[config.mk]
export PLATFORM = sky130hd
export DESIGN_NAME = bootram_bus_arbiter
export DESIGN_NICKNAME = d
export VERILOG_FILES = /design/src/rtl/bootram_bus_arbiter.sv
export SDC_FILE = /design/constraint.sdc
export NUM_CORES = 1
export LEC_CHECK = 0
export CAP_MARGIN = 20
export CELL_PAD_IN_SITES_DETAIL_PLACEMENT = 1
export CELL_PAD_IN_SITES_GLOBAL_PLACEMENT = 1
export CORE_UTILIZATION = 31
export DETAILED_ROUTE_END_ITERATION = 10
export PLACE_DENSITY_LB_ADDON = 0.1
export SLEW_MARGIN = 40
export SYNTH_ARGS = -nofsm -noshare
export SYNTH_HDL_FRONTEND = slang
export SYNTH_SLANG_ARGS = --single-unit
[constraint.sdc]
create_clock -name clk -period 3.2 [get_ports clk]
set_input_delay 0.48 -clock clk [delete_from_list [all_inputs] [get_ports clk]]
set_output_delay 0.48 -clock clk [all_outputs]
set_load 0.02 [all_outputs]
[src/rtl/bootram_bus_arbiter.sv]
// Arbitrates the 4-lane boot RAM between the CPU port and the byte loader; all RAM pins are registered.
// Latency: cpu_ready 3 cycles after grant (4-cycle slot), ld_ready 2 cycles after grant (3-cycle slot).
// Backpressure: requesters hold valid until their ready pulse; ld_lock blocks new CPU grants.
module bootram_bus_arbiter #(
    parameter int AW          = 11,
    parameter bit LOADER_PRIO = 1'b1
) (
    input  logic          clk,
    input  logic          resetn,
    input  logic          cpu_valid,
    input  logic [31:0]   cpu_addr,
    input  logic [31:0]   cpu_wdata,
    input  logic [3:0]    cpu_wstrb,
    output logic [31:0]   cpu_rdata,
    output logic          cpu_ready,
    input  logic          ld_valid,
    input  logic [AW+1:0] ld_addr,
    input  logic [7:0]    ld_data,
    output logic          ld_ready,
    input  logic          ld_lock,
    output logic          busy,
    output logic          ram_ce,
    output logic          ram_oce,
    output logic [3:0]    ram_wre,
    output logic [AW-1:0] ram_ad,
    output logic [31:0]   ram_din,
    input  logic [31:0]   ram_dout
);

    typedef enum logic [2:0] {
        IDLE, CPU_ACC, CPU_RSP, CPU_END, LD_ACC, LD_END
    } state_t;

    state_t        state, state_nxt;
    logic          ce_nxt, cpu_ready_nxt, ld_ready_nxt;
    logic [3:0]    wre_nxt;
    logic [AW-1:0] ad_nxt;
    logic [31:0]   din_nxt, rdata_nxt;
    logic          cpu_req, ld_req, cpu_win, ld_win;

    // Byte-offset and high address bits alias onto the same word.
    logic unused_addr_bits;
    assign unused_addr_bits = ^{cpu_addr[31:AW+2], cpu_addr[1:0]};

    assign cpu_req = cpu_valid & ~ld_lock;
    assign ld_req  = ld_valid;
    assign ld_win  = ld_req & (~cpu_req | LOADER_PRIO);
    assign cpu_win = cpu_req & ~ld_win;

    assign busy    = (state != IDLE);
    assign ram_oce = 1'b1;

    always_comb begin
        state_nxt     = state;
        ce_nxt        = 1'b0;
        wre_nxt       = 4'b0000;
        ad_nxt        = ram_ad;
        din_nxt       = ram_din;
        rdata_nxt     = cpu_rdata;
        cpu_ready_nxt = 1'b0;
        ld_ready_nxt  = 1'b0;
        case (state)
            IDLE: begin
                if (ld_win) begin
                    ce_nxt    = 1'b1;
                    ad_nxt    = ld_addr[AW+1:2];
                    din_nxt   = {4{ld_data}};
                    wre_nxt   = 4'b0001 << ld_addr[1:0];
                    state_nxt = LD_ACC;
                end else if (cpu_win) begin
                    ce_nxt    = 1'b1;
                    ad_nxt    = cpu_addr[AW+1:2];
                    din_nxt   = cpu_wdata;
                    wre_nxt   = cpu_wstrb;
                    state_nxt = CPU_ACC;
                end
            end
            CPU_ACC: state_nxt = CPU_RSP;
            CPU_RSP: begin
                rdata_nxt     = ram_dout;
                cpu_ready_nxt = 1'b1;
                state_nxt     = CPU_END;
            end
            CPU_END: state_nxt = IDLE;
            LD_ACC: begin
                ld_ready_nxt = 1'b1;
                state_nxt    = LD_END;
            end
            LD_END:  state_nxt = IDLE;
            default: state_nxt = IDLE;
        endcase
    end

    always_ff @(posedge clk or negedge resetn) begin
        if (!resetn) begin
            state     <= IDLE;
            ram_ce    <= 1'b0;
            ram_wre   <= 4'b0000;
            ram_ad    <= '0;
            ram_din   <= '0;
            cpu_rdata <= '0;
            cpu_ready <= 1'b0;
            ld_ready  <= 1'b0;
        end else begin
            state     <= state_nxt;
            ram_ce    <= ce_nxt;
            ram_wre   <= wre_nxt;
            ram_ad    <= ad_nxt;
            ram_din   <= din_nxt;
            cpu_rdata <= rdata_nxt;
            cpu_ready <= cpu_ready_nxt;
            ld_ready  <= ld_ready_nxt;
        end
    end

endmodule

==> impl_metrics.env, run 1 <==
export IMPL_cp_arrival_ns=1.92
export IMPL_cts_reportedPaths_clkPinSlew_ns=0.06
export IMPL_y_dimension_of_the_die_um=110.6
export IMPL_hold_violations=0
export IMPL_route_final_wire_length_mm=9.695
export IMPL_htreeDepth=3
export IMPL_period_minus_slack_ns=2.403
export IMPL_synth_area_um2=3659
export IMPL_globalRoute_totalOverflow=0
export IMPL_crit_reg2reg_launch="state[0]$_DFFE_PN0P_"
export IMPL_effective_utilization_at_floorplan_pct=31.90
export IMPL_vdd_ir_drop_max_mv=0.4469
export IMPL_worstPathCellList="or3_1 > clkdlybuf4s50_1"
export IMPL_dr_first_iter_drc_count=46
export IMPL_grt_antenna_before_repair=0
export IMPL_cts_buffers=9
export IMPL_worst_setup_skew_after_layout_ns=0.006235
export IMPL_count_of_hold_buffers_inserted_by_post_cts_repair=0
export IMPL_global_route_usage_total_pct=16.96
export IMPL_timing_critical_path_depth=2
export IMPL_postSynthNetCount=409
export IMPL_antenna_cells=0
export IMPL_syn2layout_area_growth_pct=64.36
export IMPL_synth_cell_types=21
export IMPL_synth_yosys_seq_area_share_pct=58.14
export IMPL_clkSinkCount=85
export IMPL_ctsResizeCount=0
export IMPL_fin_hold_ws_ns=0.1737
export IMPL_num_rows=39
export IMPL_status="finished clean"
export IMPL_drv_cap=0
export IMPL_timing_fmax_ghz=0.4162
export IMPL_reg2regPathDepth=4
export IMPL_grt_setup_unrepaired="false"
export IMPL_min_period_over_period_pct=75.08
export IMPL_critical_path_top_delay_family="buffers and inverters"
export IMPL_clkLatencyLatePin_ns=0.33
export IMPL_netlist_top_cell_by_area="sky130_fd_sc_hd__dfrtp_1"
export IMPL_core_area_um2=11470
export IMPL_timing_setup_tns_ns=0
export IMPL_synth_top_cell_area_share_pct=58.14
export IMPL_grt_start_max_net_pins=86
export IMPL_filler_cell_count=1205
export IMPL_regToRegEndpoint="ram_din[3]$_DFFE_PN0P_"
export IMPL_ys_warnings_count=0
export IMPL_design_final_nets=595
export IMPL_port_buffers=187
export IMPL_timing_max_transition_violations_final=0
export IMPL_detail_route_drc_violations=0
export IMPL_final_setup_viol_count=0
export IMPL_power_per_cell_area_nw_per_um2=994.1
export IMPL_grt_pass1_vias=3158
export IMPL_critical_path_s_slowest_cell="sky130_fd_sc_hd__clkdlybuf4s50_1"
export IMPL_sum_of_buffers_and_inverters_on_the_critical_path=1
export IMPL_cts_root_buffer="sky130_fd_sc_hd__clkbuf_16"
export IMPL_cts_buffer_depth=2
export IMPL_netlist_instances=283
export IMPL_hpwl_after_detailed_placement_mm=6.950
export IMPL_critPathRequiredTime_ns=2.72
export IMPL_die_area_um2=12240
export IMPL_worst_setup_path_type="reg -> out"
export IMPL_max_slew_worst_pin_slew_ns=0.6913
export IMPL_via_per_inst=4.561
export IMPL_netlist_top_cells_area="sky130_fd_sc_hd__dfrtp_1 (58%), sky130_fd_sc_hd__mux2_2 (26%), sky130_fd_sc_hd__o21ai_0 (4.4%), sky130_fd_sc_hd__inv_1 (3.5%), sky130_fd_sc_hd__buf_6 (1.2%)"
export IMPL_worstPathMaxFanout=6
export IMPL_cts_tree="built"
export IMPL_critical_path_max_stage_delay_ns=0.61
export IMPL_worst_r2r_setup_slack_ns=1.27
export IMPL_static_leakage_power_nw=2.557
export IMPL_cts_post_setup_buffers_inserted=0
export IMPL_detailed_route_via_count=2814
export IMPL_pre_repair_dr_iteration_count=3
export IMPL_pin_count=210
export IMPL_gp_congestion=0.7034
export IMPL_postSynthRegisterBits=85
export IMPL_avgSynthCellArea_um2=12.93
export IMPL_die_width_um=110.6
export IMPL_drive_gt1_share_pct=23.00
export IMPL_worst_setup_path_end_kind="output pin"
export IMPL_wire_per_inst_um=15.71
export IMPL_start_kind="register"
export IMPL_wire_length_of_the_first_global_routing_pass_mm=16.44
export IMPL_hold_path_class="in -> async"
export IMPL_slew_headroom_pct=53.91
export IMPL_final_antenna_violating_net_count=0
==> cells in the mapped netlist, drive strengths merged <==
library cell and number:
mux2 86, dfrtp 85, inv 34, o21ai 32, buf 9, nand2 9
clkbuf 6, nor2 5, nor3b 4, a21oi 3, a32oi 2, nor3 2
or3 2, a211oi 1, conb 1, nand2b 1, xnor2 1
==> registers in the layout, indices dropped and copies added, names as in the netlist <==
| name | flops |
|---|---|
| cpu_rdata | 32 |
| ram_din | 32 |
| ram_ad | 11 |
| ram_wre | 4 |
| state | 3 |
| cpu_ready | 1 |
| ld_ready | 1 |
| ram_ce | 1 |
==> cell type report <==
class | instances | area (um2) | area share (%)
clock buffer | 11 | 252.7 | 4.203
clock inverter | 5 | 106.4 | 1.769
timing repair buffer | 190 | 1906 | 31.69
multi-input combinational | 149 | 1315 | 21.87
sequential | 85 | 2127 | 35.37
inverter | 34 | 127.6 | 2.122
tap | 143 | 178.9 | 2.975
==> per-layer routing <==
layer  up-vias  part of all wire, %  routed length (um)  GRT usage [%]
li1       1325                    -                   -              -
met1      1371                   43                4145          20.74
met2       108                   48                4620          27.41
met3        10                  8.4                 813          6.915
met4         0                  1.2                 115          4.889
met5         -                    0                   0              0
==> cell families (layout without fill, tap and decap cells) <==
family	count (synthesis)	after routing	synth area share, %
AOI/OAI and AO/OA	38	38	5.780
and+or+nand+nor	23	23	3.181
other	1	1	0.1025
DFF	85	85	58.14
buffers and inverters	49	240	6.087
muxes	86	86	26.47
xor gates and xnor gates	1	1	0.2394
==> cells in the final DEF, fill, tap and decap left out, types with 3 or more instances in the layout <==
cell,n
sky130_fd_sc_hd__nand2_1,9
sky130_fd_sc_hd__clkdlybuf4s50_1,185
sky130_fd_sc_hd__dfrtp_1,85
sky130_fd_sc_hd__o21ai_0,32
sky130_fd_sc_hd__clkbuf_8,3
sky130_fd_sc_hd__bufinv_16,3
sky130_fd_sc_hd__clkbuf_16,9
sky130_fd_sc_hd__nor2_1,5
sky130_fd_sc_hd__mux2_2,86
sky130_fd_sc_hd__inv_1,34
sky130_fd_sc_hd__nor3b_1,3
==> power by group <==
group | switching [mW] | leakage [nW] | internal, mW | total, mW
Clock | 0.434 | 0.172 | 0.807 | 1.24
Sequential | 0.281 | 1.02 | 1.61 | 1.89
Combinational | 1.28 | 1.36 | 1.57 | 2.85
==> worst max-delay path by stage <==
stage / start / to / slack (ns)
4_1_cts: state[0]$_DFFE_PN0P_ / busy / 0.77
5_1_grt: state[0]$_DFFE_PN0P_ / busy / 0.70
3_5_place_dp: ld_lock / ram_din[17]$_DFFE_PN0P_ / 1.14
2_1_floorplan: state[0]$_DFFE_PN0P_ / ram_ad[0]$_DFFE_PN0P_ / 1.35
6_report: state[0]$_DFFE_PN0P_ / busy / 0.80
3_3_place_gp: state[0]$_DFFE_PN0P_ / busy / 1.15
==> through the flow <==
step | setup WS (ns) | cells | instance area [um2] | util (%) | power (mW)
finish | 0.7975 | 617 | 6013 | 52.44 | 5.978
detailed placement | 1.142 | 601 | 5652 | 49.29 | 4.806
global placement | 1.150 | 601 | 5648 | 49.25 | 4.729
CTS | 0.7664 | 617 | 6011 | 52.42 | 6.083
floorplan | 1.354 | 283 | 3659 | - | 3.410
global route | 0.6959 | 617 | 6013 | 52.44 | 6.316
Power figures use the tool's default switching activity.
==> run 2, diff against run 1 <==
--- a/config.mk
+++ b/config.mk
@@ -8,7 +8,7 @@
 export CAP_MARGIN = 20
 export CELL_PAD_IN_SITES_DETAIL_PLACEMENT = 1
 export CELL_PAD_IN_SITES_GLOBAL_PLACEMENT = 1
-export CORE_UTILIZATION = 31
+export CORE_UTILIZATION = 26
 export DETAILED_ROUTE_END_ITERATION = 10
 export PLACE_DENSITY_LB_ADDON = 0.1
 export SLEW_MARGIN = 40
==> constraint.sdc (replaced) <==
create_clock -name clk -period 2.1 [get_ports clk]
set_input_delay 0.315 -clock clk [delete_from_list [all_inputs] [get_ports clk]]
set_output_delay 0.315 -clock clk [all_outputs]
set_load 0.02 [all_outputs]
==> run 2 against run 1 <==
Non-clock buffer count grew 4. Sequential share of layout area shrank 0.41 points. Cell count grew 6.0%. First-iteration DRC count grew 76%. Global-route usage shrank 1.7 points. Setup slack lost 0.71 ns. Critical path type unchanged. Critical endpoint unchanged. Highest routed layer unchanged.
==> impl_metrics.env, run 2 (synthesized netlist as in run 1, its figures left out) <==
export IMPL_antenna_cells=0
export IMPL_syn2layout_area_growth_pct=66.28
export IMPL_num_rows=42
export IMPL_y_dimension_of_the_die_um=120.6
export IMPL_drive_gt1_share_pct=23.22
export IMPL_die_width_um=120.6
export IMPL_detailedPlace_worstSlack_ns=0.1658
export IMPL_sequential_cell_area_um2=2127
export IMPL_detail_route_drc_violations=0
export IMPL_hold_path_class="in -> async"
export IMPL_cts_buffers=9
export IMPL_wire_length_of_the_first_global_routing_pass_mm=16.77
export IMPL_drv_cap=0
export IMPL_grt_setup_unrepaired="false"
export IMPL_period_minus_slack_ns=2.008
export IMPL_min_period_over_period_pct=95.61
export IMPL_worstPathMaxFanout=7
export IMPL_worst_r2r_setup_slack_ns=0.18
export IMPL_hold_violations=0
export IMPL_start_kind="register"
export IMPL_die_area_um2=14550
export IMPL_wire_per_inst_um=15.76
export IMPL_static_leakage_power_nw=2.572
export IMPL_design_final_nets=599
export IMPL_layout_commonest_cell="sky130_fd_sc_hd__clkdlybuf4s50_1"
export IMPL_cp_arrival_ns=1.69
export IMPL_timing_fmax_ghz=0.4981
export IMPL_cts_buffer_depth=2
export IMPL_detailed_route_via_count=2796
export IMPL_vdd_ir_drop_max_mv=0.5932
export IMPL_stdcell_count=654
export IMPL_worst_setup_path_end_kind="output pin"
export IMPL_count_of_hold_buffers_inserted_by_post_cts_repair=0
export IMPL_timing_setup_tns_ns=0
export IMPL_grt_start_max_net_pins=86
export IMPL_status="finished clean"
export IMPL_via_per_inst=4.275
export IMPL_layout_common_cells="sky130_fd_sc_hd__clkdlybuf4s50_1 (184), sky130_fd_sc_hd__mux2_2 (86), sky130_fd_sc_hd__dfrtp_1 (85), sky130_fd_sc_hd__inv_1 (34), sky130_fd_sc_hd__o21ai_0 (32)"
export IMPL_gp_congestion=0.6891
export IMPL_pin_count=210
export IMPL_core_area_um2=13510
export IMPL_port_buffers=187
export IMPL_cts_root_buffer="sky130_fd_sc_hd__clkbuf_16"
export IMPL_effective_utilization_at_floorplan_pct=27.09
export IMPL_route_final_wire_length_mm=10.31
export IMPL_clkLatencyLatePin_ns=0.34
export IMPL_cts_tree="built"
export IMPL_p_total_mw=9.034
export IMPL_finalCoreUtilization_pct=45.04
export IMPL_pre_repair_dr_iteration_count=4
export IMPL_clkSinkCount=85
export IMPL_power_per_cell_area_nw_per_um2=1485
export IMPL_cts_reportedPaths_clkPinSlew_ns=0.06
export IMPL_leading_registers_by_flop_count="cpu_rdata: 32 flops, ram_din: 32 flops, ram_ad: 11 flops"
export IMPL_grt_antenna_before_repair=0
export IMPL_globalRoute_totalOverflow=0
export IMPL_htreeDepth=3
export IMPL_filler_cell_count=1437
export IMPL_dr_first_iter_drc_count=81
export IMPL_dp_cells=638
export IMPL_timing_max_transition_violations_final=0
export IMPL_critPathRequiredTime_ns=1.78
export IMPL_grt_pass1_vias=3145
export IMPL_regToRegEndpoint="ram_ad[6]$_DFFE_PN0P_"
export IMPL_final_critical_path_setup_slack_ns=0.09226
export IMPL_crit_reg2reg_launch="state[1]$_DFFE_PN0P_"
export IMPL_worst_setup_skew_after_layout_ns=0.005600
export IMPL_critical_path_endpoint="busy"
export IMPL_final_antenna_violating_net_count=0
export IMPL_final_setup_viol_count=0
export IMPL_crit_start="state[1]$_DFFE_PN0P_"
export IMPL_reg2regPathDepth=4
export IMPL_hpwl_after_detailed_placement_mm=7.226
export IMPL_global_route_usage_total_pct=15.28
export IMPL_worst_setup_path_type="reg -> out"
export IMPL_multiInputGateArea_um2=1315
-- run 2: cell count changes in the layout (fill, tap and decap cells not counted), sizes merged --
cell / delta
dlygate4sd2: +1
bufinv: -1
buf: +5
clkinv: -1
clkbuf: +1
clkdlybuf4s50: -1
-- run 2: worst min-delay path by stage --
stage / from / end / slack [ns]
after floorplan: resetn / cpu_rdata[0]$_DFFE_PN0N_ / 0.02
after global placement: resetn / ram_din[8]$_DFFE_PN0P_ / 0.40
after detailed placement: resetn / ram_din[7]$_DFFE_PN0P_ / 0.40
after CTS: resetn / ram_din[7]$_DFFE_PN0P_ / 0.03
after global routing: resetn / ram_din[7]$_DFFE_PN0P_ / 0.05
final: resetn / ram_din[7]$_DFFE_PN0P_ / 0.008
-- run 2: final cells by class --
type | instances | area share (%)
Inverter | 34 | 2.098
Clock buffer | 13 | 4.278
Tap cell | 176 | 3.620
Sequential cell | 85 | 34.97
Clock inverter | 3 | 1.111
Multi-Input combinational cell | 149 | 21.62
Timing Repair Buffer | 194 | 32.31
-- run 2: layer usage --
| metal | vias to the layer above | track usage, % | routed length, um |
|---|---|---|---|
| li1 | 1329 | - | - |
| met1 | 1335 | 18.15 | 4396 |
| met2 | 118 | 24.17 | 4720 |
| met3 | 14 | 5.613 | 949 |
| met4 | 0 | 7.793 | 240 |
| met5 | - | 0 | 0 |
-- run 2: critical path, cell delays in order, from the launching register on --
cell	delay [ns]
sky130_fd_sc_hd__dfrtp_1	0.45
sky130_fd_sc_hd__or3_1	0.51
sky130_fd_sc_hd__dlygate4sd2_1	0.39
-- run 2: power breakdown --
part,leakage [nW],total [mW],switching [mW],internal [mW]
logic,1.39,4.44,2.01,2.43
clock network,0.156,1.75,0.646,1.11
registers,1.02,2.84,0.388,2.45
total,2.57,9.03,3.05,5.99
-- run 2: what timing repair did --
item	CTS	global route
buffers inserted	0	0
setup endpoints to repair	1	0
resized for setup	1	0
-- run 2: through the flow --
stage	hold WS [ns]	area [um2]
detailed placement	0.4038	5757
global route	0.05112	6083
finish	0.007695	6083
global placement	0.4034	5757
floorplan	0.01941	3659
CTS	0.02886	6083
==> run 3, diff against run 2 <==
--- a/config.mk
+++ b/config.mk
@@ -8,6 +8,7 @@
 export CAP_MARGIN = 20
 export CELL_PAD_IN_SITES_DETAIL_PLACEMENT = 1
 export CELL_PAD_IN_SITES_GLOBAL_PLACEMENT = 1
+export CORE_ASPECT_RATIO = 0.8
 export CORE_UTILIZATION = 26
 export DETAILED_ROUTE_END_ITERATION = 10
 export PLACE_DENSITY_LB_ADDON = 0.1
==> run 3 against run 2 <==
Count of clock-buffer cells in the layout shrank 1. Combinational power barely moved. Critical path depth unchanged. Wire length down 3.1%. Clock skew hardly changed. Worst hold slack gained 0.36 ns. Fmax rose by 4.1%. Die area barely moved. Sequential share of layout area up 0.13 points.
==> impl_metrics.env, run 3 (synthesized netlist as in run 1, its figures left out) <==
export IMPL_vdd_ir_drop_max_mv=0.5366
export IMPL_gp_congestion=0.7287
export IMPL_num_rows=38
export IMPL_worstPathCellList="or3_1 > dlygate4sd2_1"
export IMPL_worst_setup_skew_after_layout_ns=0.005937
export IMPL_die_area_um2=14550
export IMPL_static_leakage_power_nw=2.573
export IMPL_timing_fmax_ghz=0.5183
export IMPL_period_minus_slack_ns=1.929
export IMPL_status="finished clean"
export IMPL_critical_path_top_delay_family="simple AND/OR/NAND/NOR gates"
export IMPL_critPathRequiredTime_ns=1.78
export IMPL_leading_registers_by_flop_count="cpu_rdata: 32 flops, ram_din: 32 flops, ram_ad: 11 flops"
export IMPL_start_kind="register"
export IMPL_timing_max_transition_violations_final=0
export IMPL_wire_per_inst_um=15.07
export IMPL_detail_route_drc_violations=0
export IMPL_route_final_wire_length_mm=9.991
export IMPL_filler_cell_count=1442
export IMPL_cp_arrival_ns=1.61
export IMPL_via_per_inst=4.314
export IMPL_clkLatencyLatePin_ns=0.33
export IMPL_grt_pass1_vias=3173
export IMPL_syn2layout_area_growth_pct=65.66
export IMPL_stdcell_count=663
export IMPL_layout_commonest_cell="sky130_fd_sc_hd__clkdlybuf4s50_1"
export IMPL_grt_start_max_net_pins=45
export IMPL_sum_of_buffers_and_inverters_on_the_critical_path=1
export IMPL_critical_path_max_stage_delay_ns=0.52
export IMPL_hpwl_after_detailed_placement_mm=7.458
export IMPL_layout_common_cells="sky130_fd_sc_hd__clkdlybuf4s50_1 (184), sky130_fd_sc_hd__mux2_2 (86), sky130_fd_sc_hd__dfrtp_1 (85), sky130_fd_sc_hd__inv_1 (34), sky130_fd_sc_hd__o21ai_0 (32)"
export IMPL_timing_setup_tns_ns=0
export IMPL_finalCoreUtilization_pct=44.42
export IMPL_grt_antenna_before_repair=0
export IMPL_worstPathMaxFanout=6
export IMPL_dp_cells=646
export IMPL_cts_tree="built"
export IMPL_multiInputGateArea_um2=1315
export IMPL_final_setup_viol_count=0
export IMPL_min_period_over_period_pct=91.87
export IMPL_die_width_um=134.6
export IMPL_core_area_um2=13650
export IMPL_design_final_nets=604
export IMPL_wire_length_of_the_first_global_routing_pass_mm=16.27
export IMPL_pre_repair_dr_iteration_count=4
export IMPL_cts_buffers=9
export IMPL_pin_count=210
export IMPL_clkSinkCount=85
export IMPL_globalRoute_totalOverflow=0
export IMPL_power_per_cell_area_nw_per_um2=1455
export IMPL_dr_first_iter_drc_count=66
export IMPL_p_total_mw=8.819
export IMPL_cts_reportedPaths_clkPinSlew_ns=0.06
export IMPL_antenna_cells=0
export IMPL_htreeDepth=3
export IMPL_critical_path_s_slowest_cell="sky130_fd_sc_hd__or3_1"
export IMPL_drv_cap=0
export IMPL_worst_setup_path_type="reg -> out"
export IMPL_drive_gt1_share_pct=23.60
export IMPL_hold_violations=0
export IMPL_cts_post_setup_buffers_inserted=0
export IMPL_detailed_route_via_count=2860
export IMPL_y_dimension_of_the_die_um=108.1
export IMPL_grt_setup_unrepaired="false"
export IMPL_effective_utilization_at_floorplan_pct=26.81
export IMPL_final_antenna_violating_net_count=0
export IMPL_port_buffers=187
export IMPL_sequential_cell_area_um2=2127
export IMPL_hold_path_class="in -> reg"
export IMPL_global_route_usage_total_pct=14.55
export IMPL_worst_setup_path_end_kind="output pin"
export IMPL_fin_hold_ws_ns=0.3663
export IMPL_cts_root_buffer="sky130_fd_sc_hd__clkbuf_16"
export IMPL_cts_buffer_depth=2
-- run 3: area by class of cell --
type | instances | share of cell area (%)
clock buffer | 12 | 3.902
clock inverter | 4 | 0.8051
inverter | 34 | 2.106
multi-input combinational | 149 | 21.70
sequential | 85 | 35.09
tap | 180 | 3.716
timing repair buffer | 199 | 32.68
-- run 3: report_power, final --
part           internal (mW)  switching, mW  total, mW
sequential              2.45          0.373       2.82
clock                  0.921          0.619       1.54
combinational           2.43           2.03       4.46
-- run 3: layer usage --
metal	up-vias	share of wire [%]	GRT usage, %
li1	1342	-	-
met1	1405	42	17.42
met3	11	8.7	5.532
met4	0	1.1	4.414
met5	-	0	0
met2	102	48	24.23
-- run 3: repair_timing --
action,CTS,global route
resized for setup,1,0
endpoints found under the hold margin,32,0
hold buffers,1,0
setup endpoints to repair,1,0
-- run 3: path summary, 6_finish.rpt --
kind	from	endpoint	slack, ns	depth (start not counted)
max in group asynchronous	resetn	ram_din[30]$_DFFE_PN0P_	0.98	3
min in group asynchronous	resetn	ram_din[31]$_DFFE_PN0P_	0.49	2
worst max register to register	state[0]$_DFFE_PN0P_	ram_din[28]$_DFFE_PN0P_	0.23	4
worst max-delay path	state[0]$_DFFE_PN0P_	busy	0.17	2
worst min register to register	cpu_rdata[26]$_DFFE_PN0N_	cpu_rdata[26]$_DFFE_PN0N_	0.50	1
worst min-delay path	ld_valid	state[2]$_DFFE_PN0P_	0.37	3
-- run 3: worst min-delay path: stages --
cell                     delay (ns)
sky130_fd_sc_hd__buf_2         0.15
sky130_fd_sc_hd__nor2_1        0.13
sky130_fd_sc_hd__nor3_1        0.06
-- run 3: stage by stage --
| step | setup WS, ns | instance area, um2 |
|---|---|---|
| CTS | 0.1465 | 6061 |
| floorplan | 0.2543 | 3659 |
| global route | 0.1252 | 6061 |
| finish | 0.1708 | 6061 |
| global placement | 0.2230 | 5767 |
| detailed placement | 0.1731 | 5767 |
